[src/rtl/ccff_chain_loader.sv]
// ccff_chain_loader: streams bitstream words MSB-first into a configuration chain, with optional readback verify
module ccff_chain_loader #(
  parameter int WORD_W    = 32,
  parameter int CHAIN_LEN = 1024,
  parameter int CNT_W     = 16
) (
  input  logic              prog_clk,
  input  logic              prog_reset,
  input  logic              start,
  input  logic              verify,
  input  logic [WORD_W-1:0] word_data,
  input  logic              word_valid,
  output logic              word_ready,
  output logic              ccff_head,
  output logic              prog_clk_en,
  input  logic              ccff_tail,
  output logic              busy,
  output logic              done,
  output logic              mismatch,
  output logic [CNT_W-1:0]  mismatch_cnt
);
  localparam int RW = $clog2(WORD_W + 1);
  localparam logic [CNT_W-1:0] LEN = CNT_W'(CHAIN_LEN);
  typedef enum logic [1:0] {IDLE, LOAD, VERIFY, DONE} state_t;
  state_t            state_q, state_d;
  logic [WORD_W-1:0] sr_q, sr_d;
  logic [RW-1:0]     rem_q, rem_d;
  logic [CNT_W-1:0]  cnt_q, cnt_d, left, mcnt_q;
  logic              ver_q, head_q, en_q, busy_q, done_q, mis_q;
  logic              active, emit, pass_end, start_ok, take, miss;
  // A pass ends the cycle after its last bit is registered, so that bit's enable is still seen inside the pass state
  always_comb begin
    active     = state_q == LOAD || state_q == VERIFY;
    emit       = active && rem_q != '0;
    pass_end   = active && cnt_q == LEN;
    start_ok   = state_q == IDLE && start;
    state_d    = start_ok ? LOAD :
                 state_q == DONE ? IDLE :
                 !pass_end ? state_q :
                 (state_q == LOAD && ver_q) ? VERIFY : DONE;
    cnt_d      = (pass_end || !active) ? '0 : cnt_q + CNT_W'(emit);
    left       = LEN - cnt_d;
    word_ready = active && state_d != DONE && left != '0 && (rem_q == '0 || (rem_q == RW'(1) && emit));
    take       = word_ready && word_valid;
    rem_d      = take ? (left >= CNT_W'(WORD_W) ? RW'(WORD_W) : RW'(left)) : rem_q - RW'(emit);
    sr_d       = take ? word_data : emit ? sr_q << 1 : sr_q;
    miss       = state_q == VERIFY && en_q && ccff_tail != head_q;
  end
  // Sequencer, shifter and registered outputs
  always_ff @(posedge prog_clk) begin
    if (prog_reset) begin
      state_q <= IDLE;
      sr_q    <= '0;
      rem_q   <= '0;
      cnt_q   <= '0;
      ver_q   <= 1'b0;
      head_q  <= 1'b0;
      en_q    <= 1'b0;
      busy_q  <= 1'b0;
      done_q  <= 1'b0;
      mis_q   <= 1'b0;
      mcnt_q  <= '0;
    end else begin
      state_q <= state_d;
      sr_q    <= sr_d;
      rem_q   <= rem_d;
      cnt_q   <= cnt_d;
      ver_q   <= start_ok ? verify : ver_q;
      head_q  <= emit ? sr_q[WORD_W-1] : head_q;
      en_q    <= emit;
      busy_q  <= state_d != IDLE;
      done_q  <= state_d == DONE;
      mis_q   <= start_ok ? 1'b0 : mis_q | miss;
      mcnt_q  <= start_ok ? '0 : (miss && mcnt_q != '1) ? mcnt_q + 1'b1 : mcnt_q;
    end
  end
  assign ccff_head    = head_q;
  assign prog_clk_en  = en_q;
  assign busy         = busy_q;
  assign done         = done_q;
  assign mismatch     = mis_q;
  assign mismatch_cnt = mcnt_q;
endmodule

[config.mk]
export PLATFORM = sky130hd
export DESIGN_NAME = ccff_chain_loader
export DESIGN_NICKNAME = d
export VERILOG_FILES = /design/src/rtl/ccff_chain_loader.sv
export SDC_FILE = /design/constraint.sdc
export NUM_CORES = 1
export LEC_CHECK = 0
export ABC_AREA = 1
export CORE_AREA = 10 10 106 108
export CTS_BUF_LIST = sky130_fd_sc_hd__clkbuf_2
export DETAILED_ROUTE_END_ITERATION = 7
export DIE_AREA = 0 0 116 118
export GPL_ROUTABILITY_DRIVEN = 0
export PLACE_DENSITY = 0.78
export SLEW_MARGIN = 20
export SYNTH_ARGS = -nofsm -noshare
export SYNTH_HDL_FRONTEND = slang
export SYNTH_SLANG_ARGS = --single-unit
[constraint.sdc]
create_clock -name prog_clk -period 5.5 [get_ports prog_clk]
set_input_delay 1.1 -clock prog_clk [delete_from_list [all_inputs] [get_ports prog_clk]]
set_output_delay 1.1 -clock prog_clk [all_outputs]
set_load 0.02 [all_outputs]
==> impl_table.tex, run 1 <==
\begin{tabular}{lr}
\hline
Metric & Value \\
\hline
\multicolumn{2}{l}{\textbf{Floorplan}} \\
Placeable core region & 9109 um\^{}2 \\
Starting Density & 54.05\% \\
Number of placement rows & 35 \\
Die width & 116 um \\
Die Footprint & 13690 um\^{}2 \\
Total I/O pin count & 60 \\
Height of the die & 118 um \\
\multicolumn{2}{l}{\textbf{Finish}} \\
Area occupied by multi-input gates & 2834 um\^{}2 \\
Area used by sequential logic in the layout & 1562 um\^{}2 \\
Final core utilization & 62.58\% \\
Layout area overhead & 15.78\% \\
Ratio of cells with drive above 1 in the final layout & 8.780\% \\
Number of nets in the finished design & 863 \\
Number of antenna repair diodes & 0 \\
Layout filler cell count & 844 \\
\multicolumn{2}{l}{\textbf{Clock tree}} \\
Clock tree from TritonCTS & done \\
Root Buffer Master & sky130\_fd\_sc\_hd\_\_clkbuf\_2 \\
\# hold bufs at CTS & 0 \\
Register clock-pin slew on the reported worst setup and hold paths & 0.27 ns \\
CTS HTree Levels & 3 \\
Inserted Clock Buffers & 9 \\
Buffers from clock root to sink, at most & 2 \\
Worst-Skew Late Latency & 0.57 ns \\
Number of clock sinks & 78 \\
\multicolumn{2}{l}{\textbf{Logic synthesis}} \\
Proportion of synthesized chip area in sequential cells & 31.72\% \\
Number of warning messages in the yosys log & 0 \\
Share of synthesized registers carrying an async set or reset & 0\% \\
Number of nets in the synthesized netlist & 816 \\
Number of instances in the synthesized netlist & 768 \\
Ranking of synthesized cells by instance count & sky130\_fd\_sc\_hd\_\_nand2\_1, sky130\_fd\_sc\_hd\_\_inv\_1, sky130\_fd\_sc\_hd\_\_nor2\_1 \\
Post-synth EDFFs & 0 \\
Most frequently used flop master after synthesis & sky130\_fd\_sc\_hd\_\_dfxtp\_1 \\
Biggest area contributors in the synthesized netlist & sky130\_fd\_sc\_hd\_\_dfxtp\_1, sky130\_fd\_sc\_hd\_\_nand2\_1, sky130\_fd\_sc\_hd\_\_inv\_1 \\
Most instantiated library cell after synthesis & sky130\_fd\_sc\_hd\_\_nand2\_1 \\
Number of distinct library cell variants in the gate-level netlist after synthesis & 38 \\
Cell area after synthesis & 4923 um\^{}2 \\
Share of Yosys cell area claimed by the top area cell type & 31.72\% \\
Cell type with the highest aggregate area in the netlist & sky130\_fd\_sc\_hd\_\_dfxtp\_1 \\
Number of synthesized register bits & 78 \\
Mean post-synth cell area & 6.411 um\^{}2 \\
\multicolumn{2}{l}{\textbf{Setup path}} \\
Reg-to-reg setup timing slack & 1.45 ns \\
Worst reg-to-reg path cell count & 24 \\
Startpoint of the most critical register-to-register path & state\_q[0]\$\_SDFF\_PP0\_ \\
Nature of the critical path endpoint & output pin \\
Start-to-end type of the worst setup path & reg -> out \\
Startpoint Class & flip-flop \\
Maximum fanout along the worst path & 8 \\
WP data arrival & 3.74 ns \\
Capture point of the worst reg-to-reg path & sr\_q[0]\$\_SDFFE\_PP0P\_ \\
Worst endpoint required time & 4.40 ns \\
\multicolumn{2}{l}{\textbf{STA}} \\
Maximum clock frequency & 206.4 MHz \\
Number of pins with negative max-slew slack in the final report & 0 \\
Final number of hold-violating endpoints & 0 \\
Relative max-transition margin & 51.60\% \\
Min cycle time layout & 4.844 ns \\
Unrepaired setup endpoints after global routing & false \\
Final Cycle Share & 88.07\% \\
Transition time of the tightest slew-check pin & 0.7260 ns \\
Post-route setup TNS & 0 ns \\
Setup clock skew after layout & 0.04430 ns \\
Final setup vio count & 0 \\
Worst setup margin & 0.6559 ns \\
\multicolumn{2}{l}{\textbf{Global routing}} \\
Maximum number of pins on one net before global-route repair & 72 \\
Wire length of the first global-routing pass & 21.18 mm \\
Global-route congestion overflow total & 0 \\
Vias in the first global route & 4839 \\
Initial antenna violation count & 0 \\
Overall track demand over capacity in global routing & 18.18\% \\
\multicolumn{2}{l}{\textbf{Power and ir drop}} \\
Power density relative to cell area & 296.1 nW/um\^{}2 \\
Net switching share of the total power & 39.23\% \\
Sequential cell fraction of total power & 41.1\% \\
Pint & 0.001026 W \\
Proportion of power drawn by the clock network & 22.6\% \\
Switching Power & 0.0006623 W \\
Worst supply voltage drop on vdd & 0.1791 mV \\
Leak pwr & 2.613 nW \\
Post-layout total power & 0.001688 W \\
Combinational fraction of design power & 36.3\% \\
\multicolumn{2}{l}{\textbf{Drt}} \\
Detailed-route via count & 5046 \\
Routed metal-1 wire length & 5.438 mm \\
Detailed router's first-iteration violation count & 364 \\
Routed length on met2 & 5.821 mm \\
Number of detailed-routing iterations run before antenna repair & 5 \\
Final routed DRC violation total & 0 \\
Number of nets still failing antenna checks after routing & 0 \\
DR WL/cell & 13.29 um \\
Top layer reached by signal wires & met4 \\
Met3 WL & 795 um \\
Final routed wirelength across all metal layers & 12.37 mm \\
DR vias/cell & 5.420 \\
\multicolumn{2}{l}{\textbf{Placed design}} \\
Post-detailed-placement half-perimeter wirelength & 8.734 mm \\
Worst setup timing slack at the placement stage & 0.7016 ns \\
Port bufs & 59 \\
\multicolumn{2}{l}{\textbf{Worst hold path}} \\
Worst hold path depth & 2 \\
Worst hold endpoint & ccff\_head\$\_SDFFE\_PP0N\_ \\
Hold Crit Class & reg -> reg \\
Min-delay src & sr\_q[31]\$\_SDFFE\_PP0P\_ \\
\multicolumn{2}{l}{\textbf{Outcome}} \\
Status & finished clean \\
\multicolumn{2}{l}{\textbf{Job}} \\
Count of maximum capacitance violations & 0 \\
\hline
\end{tabular}
repair_timing:
action / 4_1_cts / 5_1_grt
gates resized for setup: 0 / 2
setup buffers: 0 / 4
setup endpoints to repair: 0 / 1
metal layers:
| layer | vias to the layer above | GRT usage (%) |
|---|---|---|
| met5 | - | 0 |
| met4 | 0 | 8.451 |
| met3 | 33 | 4.434 |
| met2 | 168 | 29.97 |
| met1 | 2263 | 21.41 |
| li1 | 2582 | - |
critical path, stage by stage (launching register included):
cell	delay, ns
sky130_fd_sc_hd__dfxtp_1	0.41
sky130_fd_sc_hd__inv_1	0.10
sky130_fd_sc_hd__ha_1	0.31
sky130_fd_sc_hd__nand2_1	0.07
sky130_fd_sc_hd__inv_1	0.10
sky130_fd_sc_hd__ha_1	0.21
sky130_fd_sc_hd__nand3_2	0.13
sky130_fd_sc_hd__nor2_2	0.18
sky130_fd_sc_hd__nand2_1	0.07
sky130_fd_sc_hd__nand2_1	0.15
sky130_fd_sc_hd__a21oi_1	0.14
sky130_fd_sc_hd__nor2_2	0.19
sky130_fd_sc_hd__nand3_1	0.11
sky130_fd_sc_hd__nand2_1	0.12
sky130_fd_sc_hd__inv_1	0.06
sky130_fd_sc_hd__nor2_2	0.11
sky130_fd_sc_hd__nand3_2	0.12
sky130_fd_sc_hd__nor2_4	0.17
sky130_fd_sc_hd__nand3_4	0.14
sky130_fd_sc_hd__nand2_1	0.09
sky130_fd_sc_hd__inv_1	0.04
sky130_fd_sc_hd__dlymetal6s2s_1	0.20
cells in the final DEF, fill, tap and decap left out, types with 3 or more instances in the layout:
| master | synthesis | layout |
|---|---|---|
| sky130_fd_sc_hd__nand3_1 | 63 | 63 |
| sky130_fd_sc_hd__clkbuf_2 | 0 | 10 |
| sky130_fd_sc_hd__nor4_1 | 4 | 4 |
| sky130_fd_sc_hd__dfxtp_1 | 78 | 78 |
| sky130_fd_sc_hd__clkdlybuf4s50_1 | 0 | 57 |
| sky130_fd_sc_hd__xor2_1 | 9 | 9 |
| sky130_fd_sc_hd__inv_2 | 9 | 9 |
| sky130_fd_sc_hd__xnor2_1 | 5 | 5 |
| sky130_fd_sc_hd__o21ai_1 | 3 | 3 |
| sky130_fd_sc_hd__nor2_2 | 11 | 11 |
| sky130_fd_sc_hd__nor2_1 | 80 | 80 |
| sky130_fd_sc_hd__ha_1 | 10 | 10 |
| sky130_fd_sc_hd__or2_2 | 3 | 3 |
| sky130_fd_sc_hd__nand4_1 | 50 | 50 |
| sky130_fd_sc_hd__nand2_2 | 3 | 3 |
| sky130_fd_sc_hd__buf_4 | 0 | 10 |
| sky130_fd_sc_hd__nand3_2 | 6 | 7 |
| sky130_fd_sc_hd__inv_1 | 88 | 88 |
| sky130_fd_sc_hd__a21oi_1 | 51 | 51 |
| sky130_fd_sc_hd__nand3b_1 | 3 | 3 |
| sky130_fd_sc_hd__nor3b_1 | 3 | 3 |
| sky130_fd_sc_hd__nand2_1 | 217 | 217 |
| sky130_fd_sc_hd__nor3_1 | 8 | 8 |
| sky130_fd_sc_hd__nor2_4 | 4 | 4 |
| sky130_fd_sc_hd__o21ai_0 | 8 | 8 |
logic make-up (layout without fill, tap and decap cells):
group / after synthesis / count (layout) / share of synthesized area [%]
compound gates: 70 / 70 / 7.497
xor+xnor: 14 / 14 / 2.491
fa+ha+maj: 10 / 10 / 2.541
buf+inv: 130 / 181 / 11.18
flops: 78 / 78 / 31.72
simple gates: 466 / 467 / 44.57
per-stage QoR:
stage          instance area (um^2)  hold slack (ns)  std cells
2_1_floorplan                  4923           0.4416        768
3_3_place_gp                   5505           0.4566        910
3_5_place_dp                   5505           0.4651        910
4_1_cts                        5649           0.4922        926
5_1_grt                        5700           0.5206        931
6_report                       5700           0.4924        931
area by class of cell:
cell class	instances	area share, %
timing repair buffer	68	11.55
clock inverter	6	1.646
tap	111	2.436
inverter	97	6.387
multi-input combinational	561	49.71
clock buffer	10	0.8780
sequential	78	27.39
power groups by stage:
stage                     Combinational, W  Clock, W  Sequential [W]
after floorplan                   0.000467         0        0.000698
after global placement            0.000577         0        0.000700
after detailed placement          0.000588         0        0.000705
after CTS                         0.000592  0.000385        0.000693
after global routing              0.000704  0.000413        0.000703
final                             0.000613  0.000381        0.000694
registers in the layout (all words and copies together), names as in the netlist:
| signal | flops |
|---|---|
| cnt_q | 16 |
| prog_clk_en | 1 |
| ver_q | 1 |
| rem_q | 6 |
| ccff_head | 1 |
| state_q | 2 |
| mismatch | 1 |
| done | 1 |
| busy | 1 |
| mismatch_cnt | 16 |
| sr_q | 32 |
how the worst max path moves through the flow:
stage | startpoint | endpoint | slack (ns)
floorplan | state_q[0]$_SDFF_PP0_ | word_ready | 0.89
global placement | state_q[0]$_SDFF_PP0_ | word_ready | 0.80
detailed placement | state_q[0]$_SDFF_PP0_ | word_ready | 0.70
CTS | state_q[0]$_SDFF_PP0_ | word_ready | 0.05
global route | state_q[0]$_SDFF_PP0_ | word_ready | 0.24
finish | state_q[0]$_SDFF_PP0_ | word_ready | 0.66
No activity file was read; power rests on OpenSTA's default activity.
==> run 2, diff against run 1 <==
PLACE_DENSITY = 0.83   (was 0.78)
==> impl_table.tex, run 2 (same netlist as run 1, synthesis figures left out) <==
\begin{tabular}{lr}
\hline
Metric & Value \\
\hline
\multicolumn{2}{l}{\textbf{STA}} \\
Number of pins with negative max-slew slack in the final report & 0 (unchanged) \\
Unrepaired setup endpoints after global routing & false (unchanged) \\
Final number of hold-violating endpoints & 0 (unchanged) \\
Min cycle time layout & 4.878 ns (was 4.844 ns) \\
Transition time of the tightest slew-check pin & 0.7131 ns (was 0.7260 ns) \\
Maximum clock frequency & 205.0 MHz (was 206.4 MHz) \\
Setup clock skew after layout & 0.02846 ns (was 0.04430 ns) \\
Final Cycle Share & 88.69\% (was 88.07\%) \\
Final setup vio count & 0 (unchanged) \\
Relative max-transition margin & 52.46\% (was 51.60\%) \\
Post-route setup TNS & 0 ns (unchanged) \\
\multicolumn{2}{l}{\textbf{Placed design}} \\
Post-detailed-placement half-perimeter wirelength & 8.747 mm (was 8.734 mm) \\
Number of placed cells counting well taps & 911 (was 910) \\
Port bufs & 59 (unchanged) \\
Placed Instance Area & 5513 um\^{}2 (was 5505 um\^{}2) \\
\multicolumn{2}{l}{\textbf{Clock tree}} \\
Worst-Skew Late Latency & 0.52 ns (was 0.57 ns) \\
Inserted Clock Buffers & 9 (unchanged) \\
Register clock-pin slew on the reported worst setup and hold paths & 0.25 ns (was 0.27 ns) \\
CTS HTree Levels & 3 (unchanged) \\
Root Buffer Master & sky130\_fd\_sc\_hd\_\_clkbuf\_2 (unchanged) \\
Number of clock sinks & 78 (unchanged) \\
Buffers from clock root to sink, at most & 2 (unchanged) \\
\# hold bufs at CTS & 0 (unchanged) \\
Clock tree from TritonCTS & done (unchanged) \\
\multicolumn{2}{l}{\textbf{Worst hold path}} \\
Hold Crit Class & reg -> reg (unchanged) \\
Min-delay src & sr\_q[31]\$\_SDFFE\_PP0P\_ (unchanged) \\
\multicolumn{2}{l}{\textbf{Finish}} \\
Number of antenna repair diodes & 0 (unchanged) \\
Highest-count cells in the layout ignoring fill and taps & sky130\_fd\_sc\_hd\_\_nand2\_1, sky130\_fd\_sc\_hd\_\_inv\_1, sky130\_fd\_sc\_hd\_\_nor2\_1 (unchanged) \\
Layout filler cell count & 839 (was 844) \\
Number of nets in the finished design & 866 (was 863) \\
Most common cell after layout, fill and taps aside & sky130\_fd\_sc\_hd\_\_nand2\_1 (unchanged) \\
Most flop-heavy register & sr\_q (unchanged) \\
Ratio of cells with drive above 1 in the final layout & 9.356\% (was 8.780\%) \\
Cell Count, Final, Fillers Out & 934 (was 931) \\
Final design area excluding fillers & 5728 um\^{}2 (was 5700 um\^{}2) \\
Flip-flop count of the largest register, all copies and words added & 32 (unchanged) \\
Layout area overhead & 16.34\% (was 15.78\%) \\
\multicolumn{2}{l}{\textbf{Floorplan}} \\
Height of the die & 118 um (unchanged) \\
Number of placement rows & 35 (unchanged) \\
Starting Density & 54.05\% (unchanged) \\
Total I/O pin count & 60 (unchanged) \\
Die width & 116 um (unchanged) \\
Placeable core region & 9109 um\^{}2 (unchanged) \\
Die Footprint & 13690 um\^{}2 (unchanged) \\
\multicolumn{2}{l}{\textbf{Setup path}} \\
Worst endpoint required time & 4.40 ns (about the same) \\
WP data arrival & 3.78 ns (was 3.74 ns) \\
Start-to-end type of the worst setup path & reg -> out (unchanged) \\
Reg-to-reg setup timing slack & 1.36 ns (was 1.45 ns) \\
Crit path from & state\_q[1]\$\_SDFF\_PP0\_ (was state\_q[0]\$\_SDFF\_PP0\_) \\
Startpoint of the most critical register-to-register path & state\_q[1]\$\_SDFF\_PP0\_ (was state\_q[0]\$\_SDFF\_PP0\_) \\
Nature of the critical path endpoint & output pin (unchanged) \\
Startpoint Class & flip-flop (unchanged) \\
Maximum fanout along the worst path & 12 (was 8) \\
\multicolumn{2}{l}{\textbf{Global routing}} \\
Met1 Track Usage GR & 21.17\% (was 21.41\%) \\
Routing usage on met3 & 3.415\% (was 4.434\%) \\
Vias in the first global route & 4518 (was 4839) \\
M2 GR Usage & 28.52\% (was 29.97\%) \\
Overall track demand over capacity in global routing & 17.10\% (was 18.18\%) \\
Maximum number of pins on one net before global-route repair & 72 (unchanged) \\
Initial antenna violation count & 0 (unchanged) \\
Global-route congestion overflow total & 0 (unchanged) \\
Top Usage Layer GRT & met2 (unchanged) \\
Wire length of the first global-routing pass & 20.09 mm (was 21.18 mm) \\
\multicolumn{2}{l}{\textbf{Drt}} \\
Final routed wirelength across all metal layers & 12.16 mm (was 12.37 mm) \\
Detailed router's first-iteration violation count & 403 (was 364) \\
Final routed DRC violation total & 0 (unchanged) \\
Detailed-route via count & 5067 (was 5046) \\
DR vias/cell & 5.425 (was 5.420) \\
Number of detailed-routing iterations run before antenna repair & 5 (unchanged) \\
Number of nets still failing antenna checks after routing & 0 (unchanged) \\
DR WL/cell & 13.02 um (was 13.29 um) \\
\multicolumn{2}{l}{\textbf{Job}} \\
Count of maximum capacitance violations & 0 (unchanged) \\
\multicolumn{2}{l}{\textbf{Power and ir drop}} \\
Power density relative to cell area & 294.6 nW/um\^{}2 (was 296.1 nW/um\^{}2) \\
Leak pwr & 2.631 nW (was 2.613 nW) \\
Worst supply voltage drop on vdd & 0.1806 mV (was 0.1791 mV) \\
\multicolumn{2}{l}{\textbf{Outcome}} \\
Status & finished clean (unchanged) \\
\hline
\end{tabular}
## run 2: changes by cell type in the layout (fill, tap and decap cells not counted)
cell	before	now
sky130_fd_sc_hd__dfxtp_1	78	77
sky130_fd_sc_hd__nand2_1	217	216
sky130_fd_sc_hd__clkbuf_2	10	9
sky130_fd_sc_hd__clkinvlp_4	1	0
sky130_fd_sc_hd__buf_4	10	12
sky130_fd_sc_hd__dfxtp_2	0	1
sky130_fd_sc_hd__inv_8	0	1
sky130_fd_sc_hd__inv_6	2	3
sky130_fd_sc_hd__buf_2	0	1
sky130_fd_sc_hd__nand2_2	3	4
sky130_fd_sc_hd__clkinv_4	1	0
sky130_fd_sc_hd__clkinv_2	0	1
## run 2: metrics by stage
step / setup WS [ns] / util [%] / power, W / hold WS, ns
2_1_floorplan: 0.8902 / - / 0.001165 / 0.4416
3_3_place_gp: 0.8282 / 60.52 / 0.001274 / 0.4516
3_5_place_dp: 0.6817 / 60.52 / 0.001291 / 0.4549
5_1_grt: 0.2622 / 62.88 / 0.001802 / 0.4499
4_1_cts: 0.06049 / 62.14 / 0.001674 / 0.4338
6_report: 0.6220 / 62.88 / 0.001687 / 0.4536
## run 2: area by class of cell
cell class / instances / area, um^2 / share of cell area, %
clock buffers: 9 / 45.04 / 0.7864
clock inverters: 7 / 102.6 / 1.791
inverters: 97 / 364.1 / 6.356
multi-input cells: 561 / 2836 / 49.52
flip-flops and latches: 78 / 1563 / 27.28
well taps: 111 / 138.9 / 2.425
repair buffers: 71 / 678.2 / 11.84
## run 2: worst max-delay path: stages, from the launching register on
cell and delay (ns):
sky130_fd_sc_hd__dfxtp_1 0.40, sky130_fd_sc_hd__inv_1 0.09, sky130_fd_sc_hd__ha_1 0.30, sky130_fd_sc_hd__nand2_1 0.09, sky130_fd_sc_hd__inv_1 0.07, sky130_fd_sc_hd__ha_1 0.19
sky130_fd_sc_hd__nand2_2 0.14, sky130_fd_sc_hd__inv_1 0.09, sky130_fd_sc_hd__nand2_1 0.06, sky130_fd_sc_hd__nand2_1 0.07, sky130_fd_sc_hd__o211ai_1 0.28, sky130_fd_sc_hd__nand2_2 0.15
sky130_fd_sc_hd__nor2_4 0.15, sky130_fd_sc_hd__nand3_1 0.12, sky130_fd_sc_hd__nand2_1 0.13, sky130_fd_sc_hd__nand2_1 0.06, sky130_fd_sc_hd__nand2_1 0.05, sky130_fd_sc_hd__nand2_1 0.12
sky130_fd_sc_hd__nor2_4 0.20, sky130_fd_sc_hd__nand3_4 0.19, sky130_fd_sc_hd__nand2_1 0.10, sky130_fd_sc_hd__inv_1 0.04, sky130_fd_sc_hd__dlymetal6s2s_1 0.20
## run 2: routing by layer
layer / vias up / share of wire (%)
met2: 187 / 47
met5: - / 0
met4: 0 / 1.7
met1: 2273 / 45
li1: 2589 / -
met3: 18 / 6.7
## run 2: final timing paths
path,cells past startpoint,endpoint
min reg2reg,2,ccff_head$_SDFFE_PP0N_
max,22,word_ready
max reg2reg,24,rem_q[1]$_SDFF_PP0_
min,2,ccff_head$_SDFFE_PP0N_
## run 2: power by group
group	total, W	internal (W)	switching [W]
Sequential	0.000694	0.000648	0.0000458
Combinational	0.000614	0.000224	0.000390
Clock	0.000379	0.000158	0.000221
Total	0.00169	0.00103	0.000657
## run 2: timing repair
action | in CTS | in global routing
setup endpoints to repair | 0 | 1
gates resized for setup | 0 | 4
setup buffers | 0 | 6
==> run 3, diff against run 2 <==
CORE_AREA = 10 10 104 106   (was 10 10 106 108)
DIE_AREA = 0 0 114 116   (was 0 0 116 118)
PLACE_DENSITY = unset   (was 0.83)
PLACE_DENSITY_LB_ADDON = 0.25   (was unset)
==> impl_table.tex, run 3 (same netlist as run 1, synthesis figures left out) <==
\begin{tabular}{lr}
\hline
Metric & Value \\
\hline
\multicolumn{2}{l}{\textbf{Outcome}} \\
Status & finished clean (unchanged) \\
\multicolumn{2}{l}{\textbf{Setup path}} \\
Nature of the critical path endpoint & output pin (unchanged) \\
List of cells traversed by the critical path & inv\_1, ha\_4, nand2\_1, inv\_1, ha\_1, nand2\_2, inv\_1, nand2\_1, nand2\_1, o211ai\_1, nand2\_1, nor2\_4, nand3\_1, nand2\_1, nand2\_1, nand2\_1, nand3\_2, nor2\_4, nand3\_4, nand2\_1, inv\_1, dlymetal6s2s\_1 (was inv\_1, ha\_1, nand2\_1, inv\_1, ha\_1, nand2\_2, inv\_1, nand2\_1, nand2\_1, o211ai\_1, nand2\_2, nor2\_4, nand3\_1, nand2\_1, nand2\_1, nand2\_1, nand2\_1, nor2\_4, nand3\_4, nand2\_1, inv\_1, dlymetal6s2s\_1) \\
Startpoint Class & flip-flop (unchanged) \\
Stage delay of the slowest cell on the critical path & 0.43 ns (was 0.40 ns) \\
Capture point of the worst reg-to-reg path & rem\_q[3]\$\_SDFF\_PP0\_ (was rem\_q[1]\$\_SDFF\_PP0\_) \\
Maximum fanout along the worst path & 11 (was 12) \\
Delay-heaviest family, CP & simple AND/OR/NAND/NOR gates (unchanged) \\
CP max-delay cell & sky130\_fd\_sc\_hd\_\_dfxtp\_1 (unchanged) \\
Crit path from & state\_q[0]\$\_SDFF\_PP0\_ (was state\_q[1]\$\_SDFF\_PP0\_) \\
Worst reg-to-reg path cell count & 24 (unchanged) \\
Start-to-end type of the worst setup path & reg -> out (unchanged) \\
Cell occurring most often along the worst timing path & sky130\_fd\_sc\_hd\_\_nand2\_1 (unchanged) \\
Buffers \& Inverters on Critical Path & 5 (unchanged) \\
Reg-to-reg setup timing slack & 1.15 ns (was 1.36 ns) \\
Startpoint of the most critical register-to-register path & state\_q[0]\$\_SDFF\_PP0\_ (was state\_q[1]\$\_SDFF\_PP0\_) \\
Worst endpoint required time & 4.40 ns (about the same) \\
WP data arrival & 3.78 ns (about the same) \\
\multicolumn{2}{l}{\textbf{Drt}} \\
Met3 WL & 643 um (was 817 um) \\
Routed metal-1 wire length & 5.474 mm (was 5.476 mm) \\
Detailed-route via count & 4992 (was 5067) \\
Top layer reached by signal wires & met4 (unchanged) \\
Final routed wirelength across all metal layers & 12.14 mm (was 12.16 mm) \\
Number of nets still failing antenna checks after routing & 0 (unchanged) \\
DR vias/cell & 5.403 (was 5.425) \\
Number of detailed-routing iterations run before antenna repair & 4 (was 5) \\
Routed length on met2 & 5.823 mm (was 5.661 mm) \\
Final routed DRC violation total & 0 (unchanged) \\
Detailed router's first-iteration violation count & 269 (was 403) \\
DR WL/cell & 13.13 um (was 13.02 um) \\
\multicolumn{2}{l}{\textbf{Clock tree}} \\
Buffers from clock root to sink, at most & 2 (unchanged) \\
\# hold bufs at CTS & 0 (unchanged) \\
Number of clock sinks & 78 (unchanged) \\
CTS HTree Levels & 3 (unchanged) \\
Post CTS Setup Buffer Count & 0 (unchanged) \\
Root Buffer Master & sky130\_fd\_sc\_hd\_\_clkbuf\_2 (unchanged) \\
Register clock-pin slew on the reported worst setup and hold paths & 0.23 ns (was 0.25 ns) \\
Inserted Clock Buffers & 9 (unchanged) \\
Clock tree from TritonCTS & done (unchanged) \\
Post-cts sizing count & 0 (unchanged) \\
Worst-Skew Late Latency & 0.56 ns (was 0.52 ns) \\
\multicolumn{2}{l}{\textbf{STA}} \\
Post-route setup TNS & 0 ns (unchanged) \\
Setup clock skew after layout & 0.03886 ns (was 0.02846 ns) \\
Final Cycle Share & 88.64\% (was 88.69\%) \\
Number of pins with negative max-slew slack in the final report & 0 (unchanged) \\
Maximum clock frequency & 205.1 MHz (was 205.0 MHz) \\
Transition time of the tightest slew-check pin & 0.7122 ns (was 0.7131 ns) \\
Min cycle time layout & 4.875 ns (was 4.878 ns) \\
Relative max-transition margin & 52.52\% (was 52.46\%) \\
Final number of hold-violating endpoints & 0 (unchanged) \\
Unrepaired setup endpoints after global routing & false (unchanged) \\
Final setup vio count & 0 (unchanged) \\
\multicolumn{2}{l}{\textbf{Power and ir drop}} \\
Sequential cell fraction of total power & 41.6\% (was 41.1\%) \\
Combinational fraction of design power & 35.8\% (was 36.4\%) \\
Switching Power & 0.0006458 W (was 0.0006569 W) \\
Proportion of power drawn by the clock network & 22.5\% (about the same) \\
Leak pwr & 2.592 nW (was 2.631 nW) \\
Pint & 0.001017 W (was 0.001030 W) \\
Power density relative to cell area & 293.5 nW/um\^{}2 (was 294.6 nW/um\^{}2) \\
Worst supply voltage drop on vdd & 0.1699 mV (was 0.1806 mV) \\
Net switching share of the total power & 38.83\% (was 38.93\%) \\
\multicolumn{2}{l}{\textbf{Worst hold path}} \\
Hold Crit Class & reg -> reg (unchanged) \\
Worst hold path depth & 2 (unchanged) \\
Worst hold endpoint & ccff\_head\$\_SDFFE\_PP0N\_ (unchanged) \\
Min-delay src & sr\_q[31]\$\_SDFFE\_PP0P\_ (unchanged) \\
\multicolumn{2}{l}{\textbf{Finish}} \\
Flip-flop count of the largest register, all copies and words added & 32 (unchanged) \\
Final core utilization & 65.30\% (was 62.88\%) \\
Layout area overhead & 15.10\% (was 16.34\%) \\
Number of nets in the finished design & 859 (was 866) \\
Ratio of cells with drive above 1 in the final layout & 8.456\% (was 9.356\%) \\
Most common cell after layout, fill and taps aside & sky130\_fd\_sc\_hd\_\_nand2\_1 (unchanged) \\
Number of antenna repair diodes & 0 (unchanged) \\
Most flop-heavy register & sr\_q (unchanged) \\
Layout filler cell count & 804 (was 839) \\
Highest-count cells in the layout ignoring fill and taps & sky130\_fd\_sc\_hd\_\_nand2\_1, sky130\_fd\_sc\_hd\_\_inv\_1, sky130\_fd\_sc\_hd\_\_nor2\_1 (unchanged) \\
\multicolumn{2}{l}{\textbf{Floorplan}} \\
Height of the die & 116 um (was 118 um) \\
Number of placement rows & 34 (was 35) \\
Die Footprint & 13220 um\^{}2 (was 13690 um\^{}2) \\
Die width & 114 um (was 116 um) \\
Starting Density & 56.73\% (was 54.05\%) \\
Total I/O pin count & 60 (unchanged) \\
Placeable core region & 8678 um\^{}2 (was 9109 um\^{}2) \\
\multicolumn{2}{l}{\textbf{Global routing}} \\
Global-route congestion overflow total & 0 (unchanged) \\
Initial antenna violation count & 0 (unchanged) \\
Vias in the first global route & 4837 (was 4518) \\
Overall track demand over capacity in global routing & 18.12\% (was 17.10\%) \\
Wire length of the first global-routing pass & 20.67 mm (was 20.09 mm) \\
Maximum number of pins on one net before global-route repair & 72 (unchanged) \\
\multicolumn{2}{l}{\textbf{Placed design}} \\
Post-detailed-placement half-perimeter wirelength & 8.714 mm (was 8.747 mm) \\
Port bufs & 59 (unchanged) \\
\multicolumn{2}{l}{\textbf{Job}} \\
Count of maximum capacitance violations & 0 (unchanged) \\
\hline
\end{tabular}
-- run 3: layout make-up --
type                    instances  area [um^2]  area share (%)
multi-input cells             560         2830           49.94
flip-flops and latches         78         1562           27.56
repair buffers                 65        633.1           11.17
inverters                      97        364.1           6.425
well taps                     108        135.1           2.385
clock inverters                 6        92.59           1.634
clock buffers                  10        50.05          0.8832
-- run 3: per-stage QoR --
step                instances  worst slack [ns]  total power [W]  area [um^2]  hold slack (ns)
floorplan                 768            0.8902         0.001165         4923           0.4416
detailed placement        908            0.7217         0.001298         5509           0.4636
global route              924            0.2144         0.001786         5667           0.5258
global placement          908            0.8841         0.001281         5509           0.4529
CTS                       924           0.07896         0.001666         5652           0.4869
finish                    924            0.6248         0.001663         5667           0.4858
-- run 3: worst max path at each step --
| stage | cells after the start | to |
|---|---|---|
| final | 22 | word_ready |
| after floorplan | 23 | word_ready |
| after global placement | 21 | word_ready |
| after CTS | 21 | word_ready |
| after global routing | 21 | word_ready |
| after detailed placement | 21 | word_ready |
-- run 3: power groups by stage --
| stage | registers [W] | logic, W | clock network, W |
|---|---|---|---|
| 5_1_grt | 0.000704 | 0.000677 | 0.000404 |
| 6_report | 0.000692 | 0.000596 | 0.000375 |
| 2_1_floorplan | 0.000698 | 0.000467 | 0 |
| 3_3_place_gp | 0.000700 | 0.000581 | 0 |
| 4_1_cts | 0.000692 | 0.000597 | 0.000378 |
| 3_5_place_dp | 0.000704 | 0.000594 | 0 |
-- run 3: metal layers --
layer	vias to the layer above	GRT usage (%)
li1	2570	-
met1	2272	21.72
met2	129	30.79
met3	21	4.289
met4	0	6.850
met5	-	0
-- run 3: worst register-to-register path: cells and delay by family (launching register included) --
family | cells | cell delay (ns)
flops | 1 | 0.43
simple gates | 16 | 2.31
buf+inv | 5 | 0.90
compound gates | 1 | 0.12
fa+ha+maj | 2 | 0.54
